## config.mk

```make
export PLATFORM = sky130hd
export DESIGN_NAME = mseq_manchester_tx
export DESIGN_NICKNAME = d
export VERILOG_FILES = /design/src/rtl/mseq_manchester_tx_pkg.sv /design/src/rtl/mseq_manchester_tx_lfsr_gen.sv /design/src/rtl/mseq_manchester_tx.sv
export SDC_FILE = /design/constraint.sdc
export NUM_CORES = 1
export LEC_CHECK = 0
export BUFFER_PORTS_ARGS = -buffer_cell sky130_fd_sc_hd__clkbuf_2
export CAP_MARGIN = 30
export CORE_ASPECT_RATIO = 1.4
export CORE_MARGIN = 1
export CORE_UTILIZATION = 60
export DETAILED_ROUTE_END_ITERATION = 6
export PLACE_DENSITY = 0.81
export SLEW_MARGIN = 20
export SYNTH_ARGS = -nofsm -noshare
export SYNTH_HDL_FRONTEND = slang
export SYNTH_SLANG_ARGS = --single-unit
```

## constraint.sdc

```tcl
create_clock -name clk -period 5.8 [get_ports clk]
set_input_delay 0.29 -clock clk [delete_from_list [all_inputs] [get_ports clk]]
set_output_delay 0.29 -clock clk [all_outputs]
set_load 0.03 [all_outputs]
```

## src/rtl/mseq_manchester_tx_pkg.sv

```systemverilog
// Shared definitions for the m-sequence Manchester transmitter: line-code
// polarity, bit phase states and default LFSR taps/seeds per register width.
package mseq_manchester_tx_pkg;

  // IEEE 802.3 polarity: a 1 is sent low-then-high
  localparam logic MANCH_ONE_FIRST = 1'b0;

  typedef enum logic [1:0] {
    IDLE,
    FIRST,
    SECOND
  } phase_t;

  function automatic logic [31:0] default_poly(input int width);
    case (width)
      4:       return 32'h0000_0009;
      8:       return 32'h0000_00B8;
      15:      return 32'h0000_6000;
      default: return 32'h0000_0000;
    endcase
  endfunction

  function automatic logic [31:0] default_seed(input int width);
    return (width > 0) ? 32'h0000_0001 : 32'h0000_0000;
  endfunction

endpackage

```

## src/rtl/mseq_manchester_tx_lfsr_gen.sv

```systemverilog
// Fibonacci LFSR that advances one bit per step; an all-zero state (only
// reachable through an upset) is replaced by the seed so the stream never sticks.
module lfsr_gen #(
  parameter int             W    = 8,
  parameter logic [W-1:0]   POLY = W'(8'hB8),
  parameter logic [W-1:0]   SEED = W'(1)
) (
  input  logic         clk,
  input  logic         rst,
  input  logic         step,
  output logic [W-1:0] state,
  output logic         out_bit
);

  logic [W-1:0] src;

  assign src     = (state == '0) ? SEED : state;
  assign out_bit = src[W-1];

  always_ff @(posedge clk or posedge rst) begin
    if (rst) begin
      state <= SEED;
    end else if (step) begin
      state <= {src[W-2:0], ^(src & POLY)};
    end
  end

endmodule

```

## src/rtl/mseq_manchester_tx.sv

```systemverilog
// Programmable-rate m-sequence transmitter with optional Manchester coding,
// plus a reference bit clock and a once-per-period frame marker.
module mseq_manchester_tx
  import mseq_manchester_tx_pkg::*;
#(
  parameter int                    LFSR_WIDTH   = 8,
  parameter logic [LFSR_WIDTH-1:0] POLY         = LFSR_WIDTH'(default_poly(LFSR_WIDTH)),
  parameter logic [LFSR_WIDTH-1:0] SEED         = LFSR_WIDTH'(default_seed(LFSR_WIDTH)),
  parameter int                    DIV_WIDTH    = 16,
  parameter int                    DEFAULT_HALF = 500
) (
  input  logic                 clk,
  input  logic                 rst,
  input  logic                 ena,
  input  logic [DIV_WIDTH-1:0] rate_div,
  input  logic                 rate_load,
  input  logic                 manch_en,
  output logic                 data_out,
  output logic                 nrz_out,
  output logic                 bit_clk,
  output logic                 frame_start,
  output logic                 busy
);

  phase_t                phase, phase_next;
  logic [DIV_WIDTH-1:0]  half_len, half_cnt, pend_val;
  logic                  pend_valid, mode, cur_bit, load, last_half;
  logic [LFSR_WIDTH-1:0] lfsr;

  lfsr_gen #(
    .W    (LFSR_WIDTH),
    .POLY (POLY),
    .SEED (SEED)
  ) u_lfsr (
    .clk     (clk),
    .rst     (rst),
    .step    (load),
    .state   (lfsr),
    .out_bit (cur_bit)
  );

  assign last_half = (half_cnt == half_len - DIV_WIDTH'(1));

  always_comb begin
    phase_next = phase;
    load       = 1'b0;
    if (ena) begin
      case (phase)
        IDLE:    begin load = 1'b1; phase_next = FIRST; end
        FIRST:   if (last_half) phase_next = SECOND;
        SECOND:  if (last_half) begin load = 1'b1; phase_next = FIRST; end
        default: phase_next = IDLE;
      endcase
    end
  end

  // A pending rate only takes effect at a bit load; a strobe on the load cycle itself waits a bit
  always_ff @(posedge clk or posedge rst) begin
    if (rst) begin
      phase       <= IDLE;
      half_len    <= DIV_WIDTH'(DEFAULT_HALF);
      half_cnt    <= '0;
      pend_valid  <= 1'b0;
      pend_val    <= '0;
      mode        <= 1'b0;
      data_out    <= 1'b0;
      nrz_out     <= 1'b0;
      bit_clk     <= 1'b0;
      frame_start <= 1'b0;
      busy        <= 1'b0;
    end else begin
      phase       <= phase_next;
      frame_start <= 1'b0;
      if (load && pend_valid) begin
        half_len   <= pend_val;
        pend_valid <= 1'b0;
      end
      if (rate_load) begin
        pend_valid <= 1'b1;
        pend_val   <= (rate_div == '0) ? DIV_WIDTH'(1) : rate_div;
      end
      if (load) begin
        half_cnt    <= '0;
        nrz_out     <= cur_bit;
        bit_clk     <= 1'b1;
        busy        <= 1'b1;
        mode        <= manch_en;
        data_out    <= manch_en ? (cur_bit ? MANCH_ONE_FIRST : ~MANCH_ONE_FIRST) : cur_bit;
        frame_start <= (lfsr == SEED) || (lfsr == '0);
      end else if (ena && phase != IDLE) begin
        if (last_half) begin
          half_cnt <= '0;
          if (phase == FIRST) begin
            bit_clk  <= 1'b0;
            data_out <= mode ? (nrz_out ? ~MANCH_ONE_FIRST : MANCH_ONE_FIRST) : nrz_out;
          end
        end else begin
          half_cnt <= half_cnt + DIV_WIDTH'(1);
        end
      end
    end
  end

endmodule

```

# Word level (Yosys, flattened, before mapping)
# Cells that the tools add are included.
word_totals:
  reg_bits: 65
  output_inout_bits: 5
  inputBits: 21
  elab_cells: 60
op_classes:
  n_eq_ne: 6
  mux: 26
  n_addsub: 2
  reduce_logical: 14
ops:
  columns: ["operator", "n"]
  rows:
  - ["$mux W16", 4]
  - ["$mux W1", 17]
  - ["$add A16 B1 Y16 const B", 1]
  - ["$eq A16 B16 Y1", 1]
  - ["$logic_not A16 Y1", 1]
  - ["$sub A16 B1 Y16 const B", 1]
  - ["$reduce_bool A2 Y1", 5]
  - ["$eq A8 B1 Y1 const B", 1]
  - ["$logic_not A8 Y1", 1]
  - ["$mux W8", 1]
  - ["$reduce_xor A8 Y1", 1]
  - ["$pmux W2 S3", 1]
  - ["$reduce_and A3 Y1", 2]
  - ["$mux W2", 2]
  - ["$ne A2 B2 Y1 const B", 2]
  - ["$eq A2 B1 Y1 const B", 1]
  - ["$eq A2 B2 Y1 const B", 1]
  - ["$logic_and A1 B1 Y1", 2]
  - ["$logic_not A2 Y1", 1]
  - ["$pmux W1 S2", 1]
  - ["$logic_or A1 B1 Y1", 1]

# Logic depth before layout (Yosys ltp)
# Gate-level depths: netlist (run 1).
logic_depth:
  word_depth: 8
  ltp_mapped: 13
  mapped_depth_nobuf: 10

# Cells and area by module
# Synthesis (run 1) repeated with hierarchy kept, for this count alone.
unflattened:
  cells_unflattened: 314
  hier_area_um2: 3365.7
modules_own_cells:
  columns: ["module", "seq_area_each_um2", "cells_each", "instances", "area_each_um2"]
  rows:
  - ["mseq_manchester_tx", 1408.9, 280, 1, 2997.9]
  - ["lfsr_gen", 201.4, 34, 1, 367.9]

# Worst setup path after synthesis (run 1)
# OpenSTA, ideal clock, no wires.
synth_path:
  kind: "reg2reg"
  start: "register half_len[3]"
  end: "register half_len[15]"
  setup_ps: 125
  stages_incl_launch_ff: 13
  arrival_ps: 3375
  slack_ps: 2300
  t_required_ps: 5675
  period_less_slack_ps: 3500
  path_cell_list: "dfrtp_1 buf_2 nor4_4 nand4_2 or4_1 a221oi_2 nand4_2 o41a_1 buf_2 or2_1 buf_4 buf_6 mux2_4"
synth_via:
  elab_chain_cells: 6
synth_rtl:
  columns: ["element", "line_no", "source"]
  rows:
  - ["start: declaration", "mseq_manchester_tx.sv:26", "logic [DIV_WIDTH-1:0] half_len, half_cnt, pend_val;"]
  - ["start signal: assignment", "mseq_manchester_tx.sv:61", "half_len <= DIV_WIDTH'(DEFAULT_HALF);"]
  - ["start signal: assignment", "mseq_manchester_tx.sv:75", "half_len <= pend_val;"]
  - ["$sub A16 B1 Y16", "mseq_manchester_tx.sv:42", "assign last_half = (half_cnt == half_len - DIV_WIDTH'(1));"]
  - ["$eq A16 B16 Y1", "mseq_manchester_tx.sv:42", null]
  - ["$mux W1", "mseq_manchester_tx.sv:51", "SECOND: if (last_half) begin load = 1'b1; phase_next = FIRST; end"]
  - ["$pmux W1 S2", "mseq_manchester_tx.sv:48", "case (phase)"]
  - ["$mux W1", "mseq_manchester_tx.sv:47", "if (ena) begin"]
  - ["$logic_and A1 B1 Y1", "mseq_manchester_tx.sv:74", "if (load && pend_valid) begin"]
# Every way passes these cells.
# A chain may end at the register's enable or synchronous reset.

# Worst setup path in the final report (run 1)
layout_path:
  start: "register half_len[0]"
  end: "register half_len[10]"
# Same word-level chain as after synthesis.

==> impl_summary.md, run 1 <==
Route
Detailed routing inserted a total of between 2k and 3k vias. The count of nets left with antenna violations once routing finished came out at 0. For this run, the detailed router's first-pass iteration total came to 4. The routed length per placed instance is 16.87 um.

The number of remaining DRC errors is 0. The routed design has slightly below 7 mm of wire. After detailed routing, the number of vias per cell comes to just over 6. The violation count after the first detailed-route iteration is 122.

CTS
The maximum level of the CTS H-tree is 3. The clock-pin transition on the worst setup and hold timing paths is 0.08 ns. The later pin in the worst-skew pair is clocked with a latency of around 0.35 ns. The number of gates resized after CTS was 0. The clock drives 64 sinks. The count of hold-fix buffers inserted at cts is 0. The CTS buffer count is 9.

TritonCTS built the clock tree. The setup fix buffers added after clock tree synthesis is 0. The number of buffers between clock root and the deepest sink is 2. The cell sitting at the root of the clock tree is a sky130_fd_sc_hd__clkbuf_8.

STA
Setup violations remaining at the end of the flow were counted as 0. The final critical path takes up 73.94% of the cycle. The max-slew headroom at the worst pin is 42.01%. The final hold violation count is 0.

Setup repair after global routing left no endpoint under its margin. The max-slew violation count came to 0. Across all hold checks on the routed design, the worst slack comes to between 0.15 and 0.2 ns. The clock period could shrink to between 4 and 5 ns.

On the final layout, the worst clock skew is 0.009991 ns. The transition time of the tightest slew-check pin is approximately 0.87 ns. The fmax is around 0.23 GHz.

Setup total negative slack on the finished layout was measured at 0 ns.

Finish
The most frequent standard cell in the layout excluding fill and tap cells is sky130_fd_sc_hd__dfrtp_1. The synthesis-to-finish area growth is 10.52%. Summing all multi-input logic gate instances after layout gives roughly 1800 um^2. The final layout contains 360 nets. Counting the fill cells in the layout gives 402. The number of inserted diodes is 0. Once layout is complete, the utilization of the core stands at between 60% and 70%. The combined flip-flop and latch cell area is approximately 1600 um^2.

The share of cells above drive strength 1 is roughly 25%. The top cell types in the final layout, fill and taps aside, are sky130_fd_sc_hd__dfrtp_1 (57), sky130_fd_sc_hd__clkbuf_2 (25), sky130_fd_sc_hd__mux2_2 (17).

Worst setup path
The beginning of the worst register-to-register path is half_len[0]. The worst register-to-register path ends at half_len[10]. In this run the worst setup path begins at half_len[0]. At the worst endpoint, the required time is just over 6 ns. The worst reg-to-reg path cell count is 10. The critical path startpoint category is a flop.

The worst setup path is captured at a flop. The setup check on the worst reg-to-reg path leaves a slack of ~1.5 ns. Along the worst path, the maximum fanout reaches 17. The critical path class is reg -> reg.

For the worst setup path, the data arrival time is between 4 and 5 ns.

Logic synthesis
The synthesized design contains 0 enable-type register cells. The number of nets in the synthesized netlist is 339. In this run, synthesis produced a sequential element count of 64. For this run, the leading register cell type out of synthesis is sky130_fd_sc_hd__dfrtp_1.

For this run, the number of Yosys warnings is 0. The post-synthesis cell area is 3483 um^2. The sequential area share after synthesis is 46.23%. Synthesis instantiated 61 different standard cells from the library. The synthesized area per cell is 11.02 um^2. The cell count after synthesis is ~320. For this run, asynchronously set or reset flops after synthesis account for 100.0%.

Die
The effective utilization at floorplan is 62.59%. The die is 66.40 um wide. The height of the die is roughly 90 um. The initialized floorplan defines 32 standard-cell rows.

In this run the count of I/O pins placed on the die edge is 26. The area of the placeable core is between 5000 and 6000 um^2. The die covers 6119 um^2.

Place
The count of input and output buffers is 25. The placer's final routability congestion estimate is 0.8680. The half-perimeter wire length after detailed placement is 4.846 mm.

Global routing
The initial antenna violation count is 0. Entering global routing, the biggest net connects 65 pins. The global-route congestion overflow total is 0. For this run, the total global-route usage over all layers was measured as approximately 26%. The first global-routing pass estimated 11.69 mm of wire. The number of global-route vias before repair was ~2.5k.

Pwr
The worst-case IR drop observed on VDD is 0.2408 mV. The leakage power summed over all cells is 1.666 nW. The power per cell area is 434.2 nW/um^2.

Worst hold path
The kind of path behind the tightest hold check is in -> async.

Outcome
The run finished with clean final reports.

Flow run
The tool flagged a number of max-cap violations equal to 0.
## layer usage
layer / vias up / part of all wire, % / global-route usage, %
li1: 1212 / - / -
met1: 1271 / 42 / 31.39
met2: 36 / 53 / 43.20
met3: 9 / 3.0 / 6.592
met4: 0 / 1.7 / 9.574
met5: - / 0 / 0
## stage by stage
stage | std cells | cell area (um^2) | total power (W) | setup slack (ns)
after floorplan | 316 | 3483 | 0.001128 | 2.300
after global placement | 394 | 3630 | 0.001230 | 1.695
final | 410 | 3850 | 0.001672 | 1.511
after detailed placement | 394 | 3630 | 0.001255 | 1.466
after global routing | 410 | 3850 | 0.001766 | 1.099
after CTS | 410 | 3850 | 0.001679 | 1.464
## registers in the layout (all words and copies together), names as in the netlist
register      cells
bit_clk           1
busy              1
data_out          1
frame_start       1
half_cnt         16
half_len         16
nrz_out           1
pend_val         16
pend_valid        1
phase             2
u_lfsr.state      8
## worst max path at each step
| stage | to | slack [ns] | cells after the start |
|---|---|---|---|
| after floorplan | half_len[15] | 2.30 | 12 |
| after global placement | half_len[0] | 1.69 | 10 |
| after detailed placement | half_len[10] | 1.47 | 10 |
| after CTS | half_len[10] | 1.46 | 10 |
| after global routing | half_len[10] | 1.10 | 10 |
| final | half_len[10] | 1.51 | 10 |
## layout make-up
cell class	instances	area share [%]
Tap cell	68	2.210
Multi-Input combinational cell	225	45.63
Clock inverter	7	2.502
Clock buffer	9	3.217
Sequential cell	64	41.83
Inverter	10	0.9750
Timing Repair Buffer	27	3.640
## power breakdown
group | switching [W] | internal [W]
Sequential | 0.000173 | 0.000577
Clock | 0.000178 | 0.000242
Combinational | 0.000236 | 0.000264
Total | 0.000588 | 0.00108
## cell families (layout without fill, tap and decap cells)
logic type,count (synthesis),count (layout),synth area share (%)
and+or+nand+nor,93,93,15.77
AOI/OAI and AO/OA,65,65,13.61
DFF,64,64,46.23
muxes,42,42,14.55
buffers and inverters,27,53,3.340
xor gates and xnor gates,23,23,5.783
adders and majority gates,2,2,0.7183
## critical path: stages, from the launching register on
cell                       delay [ns]
sky130_fd_sc_hd__dfrtp_1         0.45
sky130_fd_sc_hd__inv_1           0.08
sky130_fd_sc_hd__ha_1            0.29
sky130_fd_sc_hd__nor3b_2         0.49
sky130_fd_sc_hd__o21ai_0         0.17
sky130_fd_sc_hd__nor2_1          0.11
sky130_fd_sc_hd__mux2i_1         0.07
sky130_fd_sc_hd__a311oi_1        0.67
sky130_fd_sc_hd__o41a_1          0.66
sky130_fd_sc_hd__or2_1           0.77
sky130_fd_sc_hd__mux2_1          0.40
## synth_stat cells, types with 9 or more instances
cell type	instances	area (um^2)
sky130_fd_sc_hd__dfrtp_1	57	1426
sky130_fd_sc_hd__a21oi_1	9	45.04
sky130_fd_sc_hd__xnor2_1	12	105.1
sky130_fd_sc_hd__nor2b_1	10	62.56
sky130_fd_sc_hd__nor2_1	13	48.80
sky130_fd_sc_hd__mux2_1	12	135.1
sky130_fd_sc_hd__o21ai_0	13	65.06
sky130_fd_sc_hd__and3_1	9	56.30
sky130_fd_sc_hd__mux2_4	10	150.1
sky130_fd_sc_hd__nand2_1	13	48.80
sky130_fd_sc_hd__mux2_2	17	191.4
sky130_fd_sc_hd__nor3_1	11	55.05
sky130_fd_sc_hd__clkbuf_1	10	37.54
sky130_fd_sc_hd__inv_1	9	33.78
sky130_fd_sc_hd__xor2_1	11	96.34
sky130_fd_sc_hd__nand3_1	9	45.04
Power figures use the tool's default switching activity.
==> run 2, diff against run 1 <==
==> constraint.sdc (replaced) <==
create_clock -name clk -period 4.1 [get_ports clk]
set_input_delay 0.205 -clock clk [delete_from_list [all_inputs] [get_ports clk]]
set_output_delay 0.205 -clock clk [all_outputs]
set_load 0.03 [all_outputs]
==> impl_summary.md, run 2 (same netlist as run 1, synthesis figures left out) <==
CTS
In this run, post-CTS repair resized a total of 0 instances. The number of clock sinks seen by CTS is 64. The number of buffers between clock root and the deepest sink is 2. The cell at the root of the clock tree is sky130_fd_sc_hd__clkbuf_8.

The CTS buffer count is 9. The clock network latency to the later pin of the worst-skew pair is 0.34 ns. After clock tree synthesis, the setup repair step added 0 buffers. The maximum level of the CTS H-tree is 3.

Clock-pin slew was measured on the worst setup and hold paths at ~0.07 ns. The CTS tree is yes. In this run, post-CTS hold repair placed 0 buffers.

Pwr
VDD sags by at most ~0.41 mV. The internal cell power is roughly 0.0016 W. Summed over all nets, the switching power comes to 0.0008249 W. Summed over all cells, the static leakage comes to 1.673 nW. Per report_power, the combinational group accounts for 30.3% of the total. Net switching is 34.62% of the power. Per report_power, the sequential group accounts for 44.8% of the total. The power per cell area is 615.0 nW/um^2. The part of the total power dissipated in the clock network is 24.9%.

Route
For this run, design rule violations remaining after detail routing come to 0. Dividing the detail-routed via count by the number of cells gives 5.973. Dividing the detail-routed wire length by the instance count gives 17.01 um.

The detailed router finished its first iteration with 118 violations. The detailed router put a total of 2.842 mm of wire on met1. The detailed-routing iteration count for the pre-antenna-repair pass is 6.

Signal routing reaches up to met4. The routed wire length on met3 is 201 um. After detailed routing, the met2 layer carries 3.779 mm of wire. The final layout contains routed wiring with a total length of 7.026 mm. The detail route stage leaves a number of antenna-violating nets equal to 0. Summing over every cut layer, the via total after detailed routing is 2,467.

Global routing
The initial antenna violation count came to 0. The global-route wire length before repair is between 10 and 15 mm. The global-route congestion overflow total is 0. In the global route stage, overall resource usage came out at 26.63%.

Entering global routing, the biggest net connects 65 pins. The number of global-route vias before repair came to between 2k and 3k.

Worst setup path
The type of element capturing the critical path is a flop. The worst setup path is launched from a flop. The signal arrival time at the worst endpoint is 3.88 ns. The data required time of the worst path is 4.31 ns. On the worst path, the slowest cell contributes a delay of 0.69 ns.

Walking the worst path, the cells encountered are inv_1, ha_1, nor3b_2, o21ai_0, nor2_1, mux2i_1, a311oi_1, o41a_1, or2_1, mux2_1. The critical path class is reg -> reg. The maximum fanout count along the critical path is 16.

The slowest stage of the critical path belongs to the cell sky130_fd_sc_hd__a311oi_1. The sum of buffers and inverters on the critical path is 1. Among cell families on the critical path, the largest total delay comes from simple AND/OR/NAND/NOR gates.

STA
At the pin with the least slew margin, the transition time is 0.8548 ns. Subtracting the final worst setup slack from the clock period gives between 3 and 4 ns. Setup repair after global routing left no endpoint under its margin.

Setup violations remaining at the end of the flow were counted as 0. The max-slew headroom at the worst pin is 43.01%. The final clock period utilization by the worst path is 89.48%.

The max-slew violation count is 0. The final sum of negative setup slack is 0 ns. The fmax is 0.2726 GHz. The final hold violation count is 0. Across the routed clock network, the largest skew measured is 0.004357 ns.

Die
The cell row count is 32. The area of the placeable core is between 5000 and 6000 um^2. For this design the top-level I/O count stands at 26. The effective utilization at floorplan is 62.59%. The overall die area is 6119 um^2. The die extent in x is between 60 and 70 um. Measured along the y axis, the die boundary spans 92.16 um.

Place
The count of input and output buffers is 25. The HPWL after detailed placement is between 5 and 6 mm. Including well taps, the total number of placed cells is 397. Routability-driven placement finished with a final weighted congestion of just under 0.9.

Finish
The post-route netlist has 25.22% of its cells at a drive strength greater than 1. The area growth from synthesis to layout is 11.21%. The net total in the final layout is 363. The repair_antennas step left the layout with diodes totalling 0. The most frequent standard cell in the layout excluding fill and tap cells is sky130_fd_sc_hd__dfrtp_1.

The largest registers in the layout are half_cnt x16, half_len x16, pend_val x16. The utilization after layout is 69.60%. Leaving out filler cells and counting taps, the final layout contains 413. The top cell types in the final layout, fill and taps aside, are sky130_fd_sc_hd__dfrtp_1 (57), sky130_fd_sc_hd__clkbuf_2 (25), sky130_fd_sc_hd__mux2_2 (17).

Worst hold path
The kind of path behind the tightest hold check is in -> async.

Outcome
The flow ran to the end, and the final reports show no timing, DRC or antenna violations.

Flow run
The number of maximum-capacitance constraint violations is 0.
run 2: cell count changes in the layout (fill, tap and decap cells not counted):
cell / change
sky130_fd_sc_hd__buf_4: +3
sky130_fd_sc_hd__clkbuf_1: +1
sky130_fd_sc_hd__clkbuf_8: +1
sky130_fd_sc_hd__clkinv_2: -1
sky130_fd_sc_hd__clkinv_4: -3
sky130_fd_sc_hd__clkinvlp_4: +2
run 2: final cells by class:
type,count,area (um^2)
flip-flops and latches,64,1610
inverters,10,37.54
clock inverters,5,80.08
well taps,68,85.08
fillers,398,1692
clock buffers,11,141.4
multi-input cells,225,1757
repair buffers,30,162.7
run 2: tightest hold or removal path, stage by stage:
cell and delay [ns]:
sky130_fd_sc_hd__clkbuf_2 0.08, sky130_fd_sc_hd__inv_2 0.03, sky130_fd_sc_hd__buf_4 0.61
run 2: metal layers:
metal | track usage (%) | up-vias
met3 | 6.468 | 17
li1 | - | 1213
met1 | 30.22 | 1199
met2 | 45.58 | 38
met4 | 13.12 | 0
met5 | 0 | -
run 2: power groups by stage:
stage | clock (W) | sequential, W | combinational, W
global route | 0.000635 | 0.00109 | 0.000795
floorplan | 0 | 0.000977 | 0.000619
finish | 0.000594 | 0.00107 | 0.000721
detailed placement | 0 | 0.00108 | 0.000715
global placement | 0 | 0.00106 | 0.000692
CTS | 0.000605 | 0.00107 | 0.000723
run 2: path summary, 6_finish.rpt:
check | from | endpoint | slack [ns] | depth (start not counted)
max in group asynchronous | rst | half_len[0] | 3.53 | 3
min in group clk | rate_div[10] | pend_val[10] | 0.11 | 2
setup reg to reg | half_len[0] | half_len[11] | 0.43 | 10
hold / removal | rst | busy | 0.08 | 3
setup / recovery | half_len[0] | half_len[11] | 0.43 | 10
hold reg to reg | u_lfsr.state[0] | u_lfsr.state[0] | 0.47 | 2
run 2: per-stage QoR:
stage	setup slack [ns]	hold slack, ns	instance area (um^2)	power [W]
finish	0.4312	0.07730	3874	0.002383
global route	0.1109	0.09975	3874	0.002524
CTS	0.4202	0.08732	3874	0.002395
detailed placement	0.4541	0.4518	3652	0.001791
global placement	0.5727	0.4492	3652	0.001756
floorplan	0.5996	0.3567	3483	0.001596
